===== src/rtl/lsu_pkg.sv =====
// Shared definitions for the load/store unit: FSM states, access size codes
// and the alignment rule applied when a request is accepted.
package lsu_pkg;

    typedef enum logic [2:0] {
        IDLE  = 3'd0,
        READ  = 3'd1,
        WRITE = 3'd2,
        DONE  = 3'd3,
        FAULT = 3'd4
    } state_t;

    localparam logic [1:0] SZ_BYTE = 2'b00;
    localparam logic [1:0] SZ_HALF = 2'b01;
    localparam logic [1:0] SZ_WORD = 2'b10;

    // Size code 11 is illegal, so it is reported as a fault like a misaligned access.
    function automatic logic is_misaligned(input logic [1:0] size, input logic [1:0] low);
        case (size)
            SZ_BYTE: return 1'b0;
            SZ_HALF: return low[0];
            SZ_WORD: return (low != 2'b00);
            default: return 1'b1;
        endcase
    endfunction

endpackage


===== src/rtl/lsu_lane.sv =====
// Little-endian lane logic: extracts and extends a byte or halfword for loads
// and merges store data into the word that was read back.
module lsu_lane
    import lsu_pkg::*;
(
    input  logic [31:0] word,
    input  logic [1:0]  lane,
    input  logic [1:0]  size,
    input  logic        sign,
    input  logic [31:0] store_data,
    output logic [31:0] load_val,
    output logic [31:0] merge_word
);

    logic [4:0]  shamt;
    logic [31:0] shifted;
    logic [31:0] mask;

    always_comb begin
        shamt      = 5'd0;
        mask       = 32'hFFFF_FFFF;
        load_val   = word;
        merge_word = store_data;
        shifted    = word;
        case (size)
            SZ_BYTE: begin
                shamt      = {lane, 3'b000};
                shifted    = word >> shamt;
                mask       = 32'h0000_00FF << shamt;
                load_val   = {{24{sign & shifted[7]}}, shifted[7:0]};
                merge_word = (word & ~mask) | ((store_data & 32'h0000_00FF) << shamt);
            end
            SZ_HALF: begin
                shamt      = {lane[1], 4'b0000};
                shifted    = word >> shamt;
                mask       = 32'h0000_FFFF << shamt;
                load_val   = {{16{sign & shifted[15]}}, shifted[15:0]};
                merge_word = (word & ~mask) | ((store_data & 32'h0000_FFFF) << shamt);
            end
            default: begin
                load_val   = word;
                merge_word = store_data;
            end
        endcase
    end

endmodule


===== src/rtl/load_store_unit.sv =====
// Load/store unit: one request at a time, word-addressed memory underneath,
// sub-word loads extracted and sub-word stores done as read-modify-write.
module load_store_unit
    import lsu_pkg::*;
(
    input  logic        clock,
    input  logic        reset_n,
    input  logic        req,
    input  logic        we,
    input  logic [1:0]  size,
    input  logic        sign,
    input  logic [31:0] addr,
    input  logic [31:0] wdata,
    output logic        busy,
    output logic        done,
    output logic        misalign,
    output logic [31:0] rdata,
    output logic [31:0] mem_addr,
    output logic [31:0] mem_wdata,
    output logic        mem_write,
    input  logic [31:0] mem_rdata
);

    state_t      state;
    state_t      next_state;
    logic        lat_we;
    logic        lat_sign;
    logic [1:0]  lat_size;
    logic [1:0]  lat_lane;
    logic [31:0] lat_wdata;
    logic [31:0] load_val;
    logic [31:0] merge_word;
    logic        accept;

    assign accept = (state == IDLE) && req;

    lsu_lane u_lane (
        .word       (mem_rdata),
        .lane       (lat_lane),
        .size       (lat_size),
        .sign       (lat_sign),
        .store_data (lat_wdata),
        .load_val   (load_val),
        .merge_word (merge_word)
    );

    always_ff @(posedge clock or negedge reset_n) begin
        if (!reset_n) state <= IDLE;
        else          state <= next_state;
    end

    // Word stores need no read-back, so they skip READ entirely.
    always_comb begin
        next_state = state;
        case (state)
            IDLE: begin
                if (req) begin
                    if (is_misaligned(size, addr[1:0]))   next_state = FAULT;
                    else if (we && (size == SZ_WORD))     next_state = WRITE;
                    else                                  next_state = READ;
                end
            end
            READ:    next_state = lat_we ? WRITE : DONE;
            WRITE:   next_state = DONE;
            DONE:    next_state = IDLE;
            FAULT:   next_state = IDLE;
            default: next_state = IDLE;
        endcase
    end

    always_comb begin
        busy      = (state != IDLE);
        done      = (state == DONE) || (state == FAULT);
        misalign  = (state == FAULT);
        mem_write = (state == WRITE);
    end

    // mem_wdata doubles as the merge register; rdata only moves on a load or a fault.
    always_ff @(posedge clock or negedge reset_n) begin
        if (!reset_n) begin
            lat_we    <= 1'b0;
            lat_sign  <= 1'b0;
            lat_size  <= 2'b00;
            lat_lane  <= 2'b00;
            lat_wdata <= 32'd0;
            mem_addr  <= 32'd0;
            mem_wdata <= 32'd0;
            rdata     <= 32'd0;
        end else if (accept) begin
            lat_we    <= we;
            lat_sign  <= sign;
            lat_size  <= size;
            lat_lane  <= addr[1:0];
            lat_wdata <= wdata;
            mem_addr  <= {addr[31:2], 2'b00};
            if (we && (size == SZ_WORD)) mem_wdata <= wdata;
            if (is_misaligned(size, addr[1:0])) rdata <= 32'd0;
        end else if (state == READ) begin
            if (lat_we) mem_wdata <= merge_word;
            else        rdata     <= load_val;
        end
    end

endmodule


===== config.mk =====
export PLATFORM = sky130hd
export DESIGN_NAME = load_store_unit
export DESIGN_NICKNAME = d
export VERILOG_FILES = /design/src/rtl/lsu_pkg.sv /design/src/rtl/lsu_lane.sv /design/src/rtl/load_store_unit.sv
export SDC_FILE = /design/constraint.sdc
export NUM_CORES = 1
export LEC_CHECK = 0
export CORE_MARGIN = 5
export CORE_UTILIZATION = 44
export CTS_BUF_LIST = sky130_fd_sc_hd__clkbuf_4 sky130_fd_sc_hd__clkbuf_8
export CTS_CLUSTER_SIZE = 28
export DETAILED_ROUTE_END_ITERATION = 16
export PLACE_DENSITY = 0.87
export REMOVE_ABC_BUFFERS = 1
export SYNTH_ARGS = -nofsm -noshare
export SYNTH_HDL_FRONTEND = slang
export SYNTH_SLANG_ARGS = --single-unit

===== constraint.sdc =====
create_clock -name clock -period 1.6 [get_ports clock]
set_input_delay 0.32 -clock clock [delete_from_list [all_inputs] [get_ports clock]]
set_output_delay 0.32 -clock clock [all_outputs]
set_load 0.05 [all_outputs]

==> run summary, run 1 <==
Cell Area, Synth: 0.006711 mm^2
Total of max-cap violations: 0
Routed len/inst: 23.77 um
Combinational power share: 0.662
Share of cells above drive strength 1: 0.4172
Worst-path clk slew: 80 ps
RSZ-0062 raised after global routing: yes
WP data required: 1940 ps
First-pass GRT wire length: 39470 um
Ys Warns: 0
Total gr overflow: 0
Peak supply drop: 1.320 mV
Unique masters post-synth: 48
Pwr Density: 2314 mW/mm^2
DP Worst Slack: -463.1 ps
Post-layout min period: 1907 ps
Sum of buffers and inverters on the critical path: 4
Post-synth EDFFs: 0
Clk pwr share: 0.102
Slew Limit Fails: 0
TritonCTS clock tree: built
Violated checks: setup timing
Critical Path Max Stage Delay: 440 ps
CTS H-Tree Depth: 4
Register area share after synthesis: 0.5034
CP Max Fanout: 6
Core ar.: 0.01509 mm^2
Initial Util: 0.4448
DRT Pass-1 Iters: 5
Average size of a mapped cell: 9.156 um^2
Antenna viol nets, final: 0
Outcome: finished, violations left
Largest net degree at the start of global routing: 55
Leak: 5.621 nW
Hold Path Class: in -> async
Worst Max-Slew Pin Slew: 496.6 ps
Final Util: 0.7919
Synthesis-stage register bit count: 135
Die ar.: 0.01782 mm^2
Hold Vio Cnt, Final: 0
Bufs on Longest Clock Path: 2
Via density: 6.135
Setup violators final: 136
Internal Power: 14.48 mW
Area after DPL: 0.01000 mm^2
Final Worst Setup Slack: -307.1 ps
Crit path max-delay family: simple AND/OR/NAND/NOR gates
Slowest-stage cell, CP: dfrtp_2
Crit Reg-Reg Startpoint: state[1]$_DFFE_PN0P_
# rows: 45
Net Switching: 13.17 mW
Via count: 7638
Post-synthesis cell count: 733
PortBufs: 200
Worst slew margin: 0.6669
Seq pwr share: 0.237
Min Hold Slack: 306.1 ps
Num CTS Buffers: 17
CP Class: reg -> reg
Commonest non-fill, non-tap cell in the layout: buf_4
Clk_lat worst skew: 460 ps
Type of destination of the critical path: flop
Clock Skew: 11.03 ps
Post-DP HPWL: 16640 um
Final period util: 1.192
Async SR Flop Fraction: 1.000
Most used cell, CP: buf_6
Total GRT Usage: 0.2833
Critical Path Start Type: flop
Ports: 203
Ant diodes: 0
Wirelength, routed: 29600 um
Final Net Count: 1148
Arr. time, crit path: 2250 ps
Chip width: 133.5 um
Clock sink count: 135
Initial antenna violation count: 0
Fmax: 524.4 MHz
Sw frac: 0.4763
Root Driver: clkbuf_8
Die height: 133.5 um
Main synth FF type: dfrtp_1
Critical path launch point: state[1]$_DFFE_PN0P_
Area grow syn2layout: 78.04%
Final Total Pwr: 27.65 mW
Finished Cell Area: 0.01195 mm^2
DR DRC count: 0
DR iter-0 viols: 863
GP Congestion: 0.9237
Most frequent cells in the layout: buf_4 (133), dfrtp_1 (130), nand2_1 (127)
Vias in the first global route: 7223
Cell Chain, Critical Path: buf_6 > nor4b_4 > buf_4 > and2_4 > buf_6 > buf_6 > nor2b_2 > a211oi_2 > a21oi_1
-- synth_stat cells (5+ instances only) --
library cell	number	share of area
o22ai_1	5	0.0047
o21ai_0	46	0.034
nand2b_1	9	0.0084
a22o_1	11	0.014
a221oi_1	8	0.010
a211oi_1	37	0.041
buf_4	7	0.0078
and2_1	6	0.0056
a221o_1	17	0.025
clkbuf_1	23	0.013
nor2b_1	18	0.017
nor2_1	29	0.016
a32o_1	6	0.0089
dfrtp_1	135	0.50
mux2i_1	29	0.043
and3_1	8	0.0075
a21oi_1	20	0.015
inv_1	10	0.0056
buf_2	29	0.022
a32oi_1	6	0.0078
o31ai_1	9	0.010
o211ai_1	7	0.0078
nand2_1	213	0.12
a31oi_1	11	0.010
-- routing by layer --
| metal | GRT usage | part of all wire | wire [um] |
|---|---|---|---|
| met5 | 0 | 0 | 0 |
| met4 | 0.1183 | 0.055 | 1618 |
| met3 | 0.08535 | 0.11 | 3346 |
| met2 | 0.4605 | 0.47 | 14040 |
| met1 | 0.3533 | 0.36 | 10590 |
-- worst paths after layout --
check,endpoint,slack (ps),depth (start not counted)
max,mem_wdata[3]$_DFFE_PN0P_,-310,9
min,mem_wdata[17]$_DFFE_PN0P_,310,2
max reg2reg,mem_wdata[3]$_DFFE_PN0P_,-310,9
min reg2reg,lat_wdata[31]$_DFFE_PN0P_,480,2
max in group asynchronous,state[0]$_DFFE_PN0P_,650,3
min in group clock,mem_addr[16]$_DFFE_PN0P_,390,3
-- metrics by stage --
stage	setup TNS, ps	instances
2_1_floorplan	-394720	673
3_3_place_gp	-31610	1166
3_5_place_dp	-39340	1166
4_1_cts	-14580	1226
5_1_grt	-29010	1245
6_report	-23290	1245
-- cells by family after synthesis --
| family | synth area share |
|---|---|
| buffers and inverters | 0.04922 |
| other | 0.0005587 |
| DFF | 0.5034 |
| AOI/OAI and AO/OA | 0.2103 |
| muxes | 0.04493 |
| and+or+nand+nor | 0.1917 |
-- final cells by class --
class	instances	area [um^2]
well taps	188	235.2
flip-flops and latches	135	3385
multi-input cells	528	3654
clock inverters	13	132.6
repair buffers	353	4258
clock buffers	18	247.7
fillers	834	3141
inverters	10	37.54
-- power by group through the flow --
stage	logic, mW	clock network (mW)	registers (mW)
after detailed placement	15.0	0	6.41
after CTS	16.4	2.82	6.39
after global routing	19.0	2.98	6.71
after global placement	14.7	0	6.36
after floorplan	4.37	0	9.94
final	18.3	2.81	6.55
-- state kept, by name (all words and copies together), names as in the netlist --
name,cells
lat_wdata,32
mem_wdata,32
rdata,32
mem_addr,30
state,3
lat_lane,2
lat_size,2
lat_sign,1
lat_we,1
-- what timing repair did --
item | CTS | global route
endpoints found under the hold margin | 28 | 0
cloned | 12 | 11
buffers inserted | 17 | 14
gates resized for setup | 69 | 224
hold buffers | 1 | 0
pin swaps | 10 | 109
setup endpoints to repair | 91 | 137
-- worst reg2reg max path: cells and delay by family (launching register included) --
family | cells | cell delay, ps
compound gates | 2 | 290
simple gates | 3 | 540
flops | 1 | 440
buf+inv | 4 | 530
Note: power is estimated with default switching activity, not from simulation.
==> run 2: changes to the inputs <==
- CORE_MARGIN: 5 -> unset
- CORE_UTILIZATION: 44 -> 30
- PLACE_DENSITY: 0.87 -> 0.65
==> run summary, run 2 (same netlist as run 1, synthesis figures left out) <==
First-pass GRT wire length: 38520 um
Initial Util: 0.3066
Setup violators final: 136
Total gr overflow: 0
DR iter-0 viols: 489
Hold Vio Cnt, Final: 0
Chip width: 151.6 um
Crit Reg-Reg Startpoint: state[0]$_DFFE_PN0P_
GP Congestion: 0.8490
Placed Instances: 1248
Peak supply drop: 1.107 mV
Wirelength, routed: 27750 um
Initial antenna violation count: 4
# rows: 54
Clock sink count: 135
Final period util: 1.180
Leak: 5.784 nW
CTS H-Tree Depth: 4
Top Layer Used: met5
Commonest non-fill, non-tap cell in the layout: dfrtp_1
WP data required: 1280 ps
Worst reg2reg setup slack: -250 ps
DRT Pass-1 Iters: 5
WL met2: 13360 um
Root Driver: clkbuf_8
Critical Path Start Type: flop
Bufs on Longest Clock Path: 2
Ports: 203
Vias in the first global route: 6734
Area after DPL: 0.01019 mm^2
Share of cells above drive strength 1: 0.4327
Largest registers: lat_wdata: 32 flops, mem_wdata: 32 flops, rdata: 32 flops
Most frequent cells in the layout: dfrtp_1 (130), nand2_1 (122), buf_4 (119)
Die height: 151.6 um
Antenna viol nets, final: 0
Worst-path clk slew: 90 ps
Register-to-Register Path Depth: 9
Outcome: finished, violations left
TritonCTS clock tree: built
Post-Layout Cell Count: 1344
Final Total Pwr: 28.16 mW
Hold Path Class: in -> async
Post-DP HPWL: 16580 um
Fill cells: 1816
Final Net Count: 1153
CP Max Fanout: 3
Clk_lat worst skew: 460 ps
Via count: 7049
CP Class: reg -> out
Num CTS Buffers: 17
Routed len/inst: 20.65 um
Fmax: 529.9 MHz
DR DRC count: 0
Slew Limit Fails: 0
M1 WL: 11390 um
RSZ-0062 raised after global routing: yes
Die ar.: 0.02297 mm^2
Final Worst Setup Slack: -287.3 ps
Area grow syn2layout: 84.79%
Clock Skew: 18.14 ps
Final Util: 0.5665
Post-layout min period: 1887 ps
Routed wl met3: 2197 um
Largest net degree at the start of global routing: 42
Type of destination of the critical path: primary output
Reg2Reg Capture Point: mem_wdata[12]$_DFFE_PN0P_
Total negative slack: -18920 ps
PortBufs: 200
Total GRT Usage: 0.2257
Via density: 5.245
Arr. time, crit path: 1570 ps
Total of max-cap violations: 0
Core ar.: 0.02189 mm^2
Violated checks: setup timing
Finished Cell Area: 0.01240 mm^2
Pwr Density: 2271 mW/mm^2
[run 2: cell count changes in the layout (fill, tap and decap cells not counted), sizes merged]
cell / before / now
clkbuf: 28 / 32
inv: 10 / 9
diode: 0 / 1
bufbuf: 2 / 1
clkinvlp: 7 / 3
buf: 239 / 247
[run 2: per-layer routing]
metal / track usage / vias up
li1: - / 3230
met2: 0.3573 / 299
met5: 0 / -
met3: 0.06257 / 65
met4: 0.08416 / 4
met1: 0.2927 / 3451
[run 2: report_power, final]
group          switching, mW  total [mW]  internal, mW
Clock                   1.38        2.97          1.59
Combinational           9.97        18.6          8.64
Sequential              1.58        6.58          5.00
Total                   12.9        28.2          15.2
[run 2: final cells by class]
type                       instances  area [um^2]  share of cell area
timing repair buffer             358         4489              0.3620
multi-input combinational        528         3727              0.3005
sequential                       135         3385              0.2729
tap                              280        350.3             0.02825
clock buffer                      24        311.5             0.02512
clock inverter                     8        95.09            0.007667
inverter                          10        41.29            0.003329
antenna                            1        2.502           0.0002018
[run 2: timing repair]
action	CTS	global route
gates cloned	12	10
hold buffers	1	0
endpoints found under the hold margin	35	0
pin swaps	27	122
gates resized for setup	112	211
setup endpoints to repair	67	136
buffers inserted	25	18
[run 2: per-stage QoR]
step | hold slack, ps | worst slack [ps]
after CTS | 341.4 | -299.2
after global routing | 384.9 | -334.6
after detailed placement | 268.8 | -540.9
after global placement | 268.2 | -476.3
final | 351.6 | -287.3
after floorplan | 24.41 | -4408
[run 2: how the worst max path moves through the flow]
stage / start / endpoint / slack (ps) / cells after the start
5_1_grt: state[0]$_DFFE_PN0P_ / mem_wdata[12]$_DFFE_PN0P_ / -330 / 9
3_5_place_dp: req / mem_wdata[28]$_DFFE_PN0P_ / -540 / 7
6_report: state[1]$_DFFE_PN0P_ / done / -290 / 5
4_1_cts: state[0]$_DFFE_PN0P_ / busy / -300 / 3
3_3_place_gp: req / mem_wdata[25]$_DFFE_PN0P_ / -480 / 7
2_1_floorplan: state[1]$_DFFE_PN0P_ / mem_wdata[24]$_DFFE_PN0P_ / -4410 / 5
[run 2: critical path, cell delays in order (launching register included)]
cell	delay (ps)
dfrtp_1	410
buf_4	150
nor2_4	110
and2_4	160
o21bai_4	120
buf_12	150
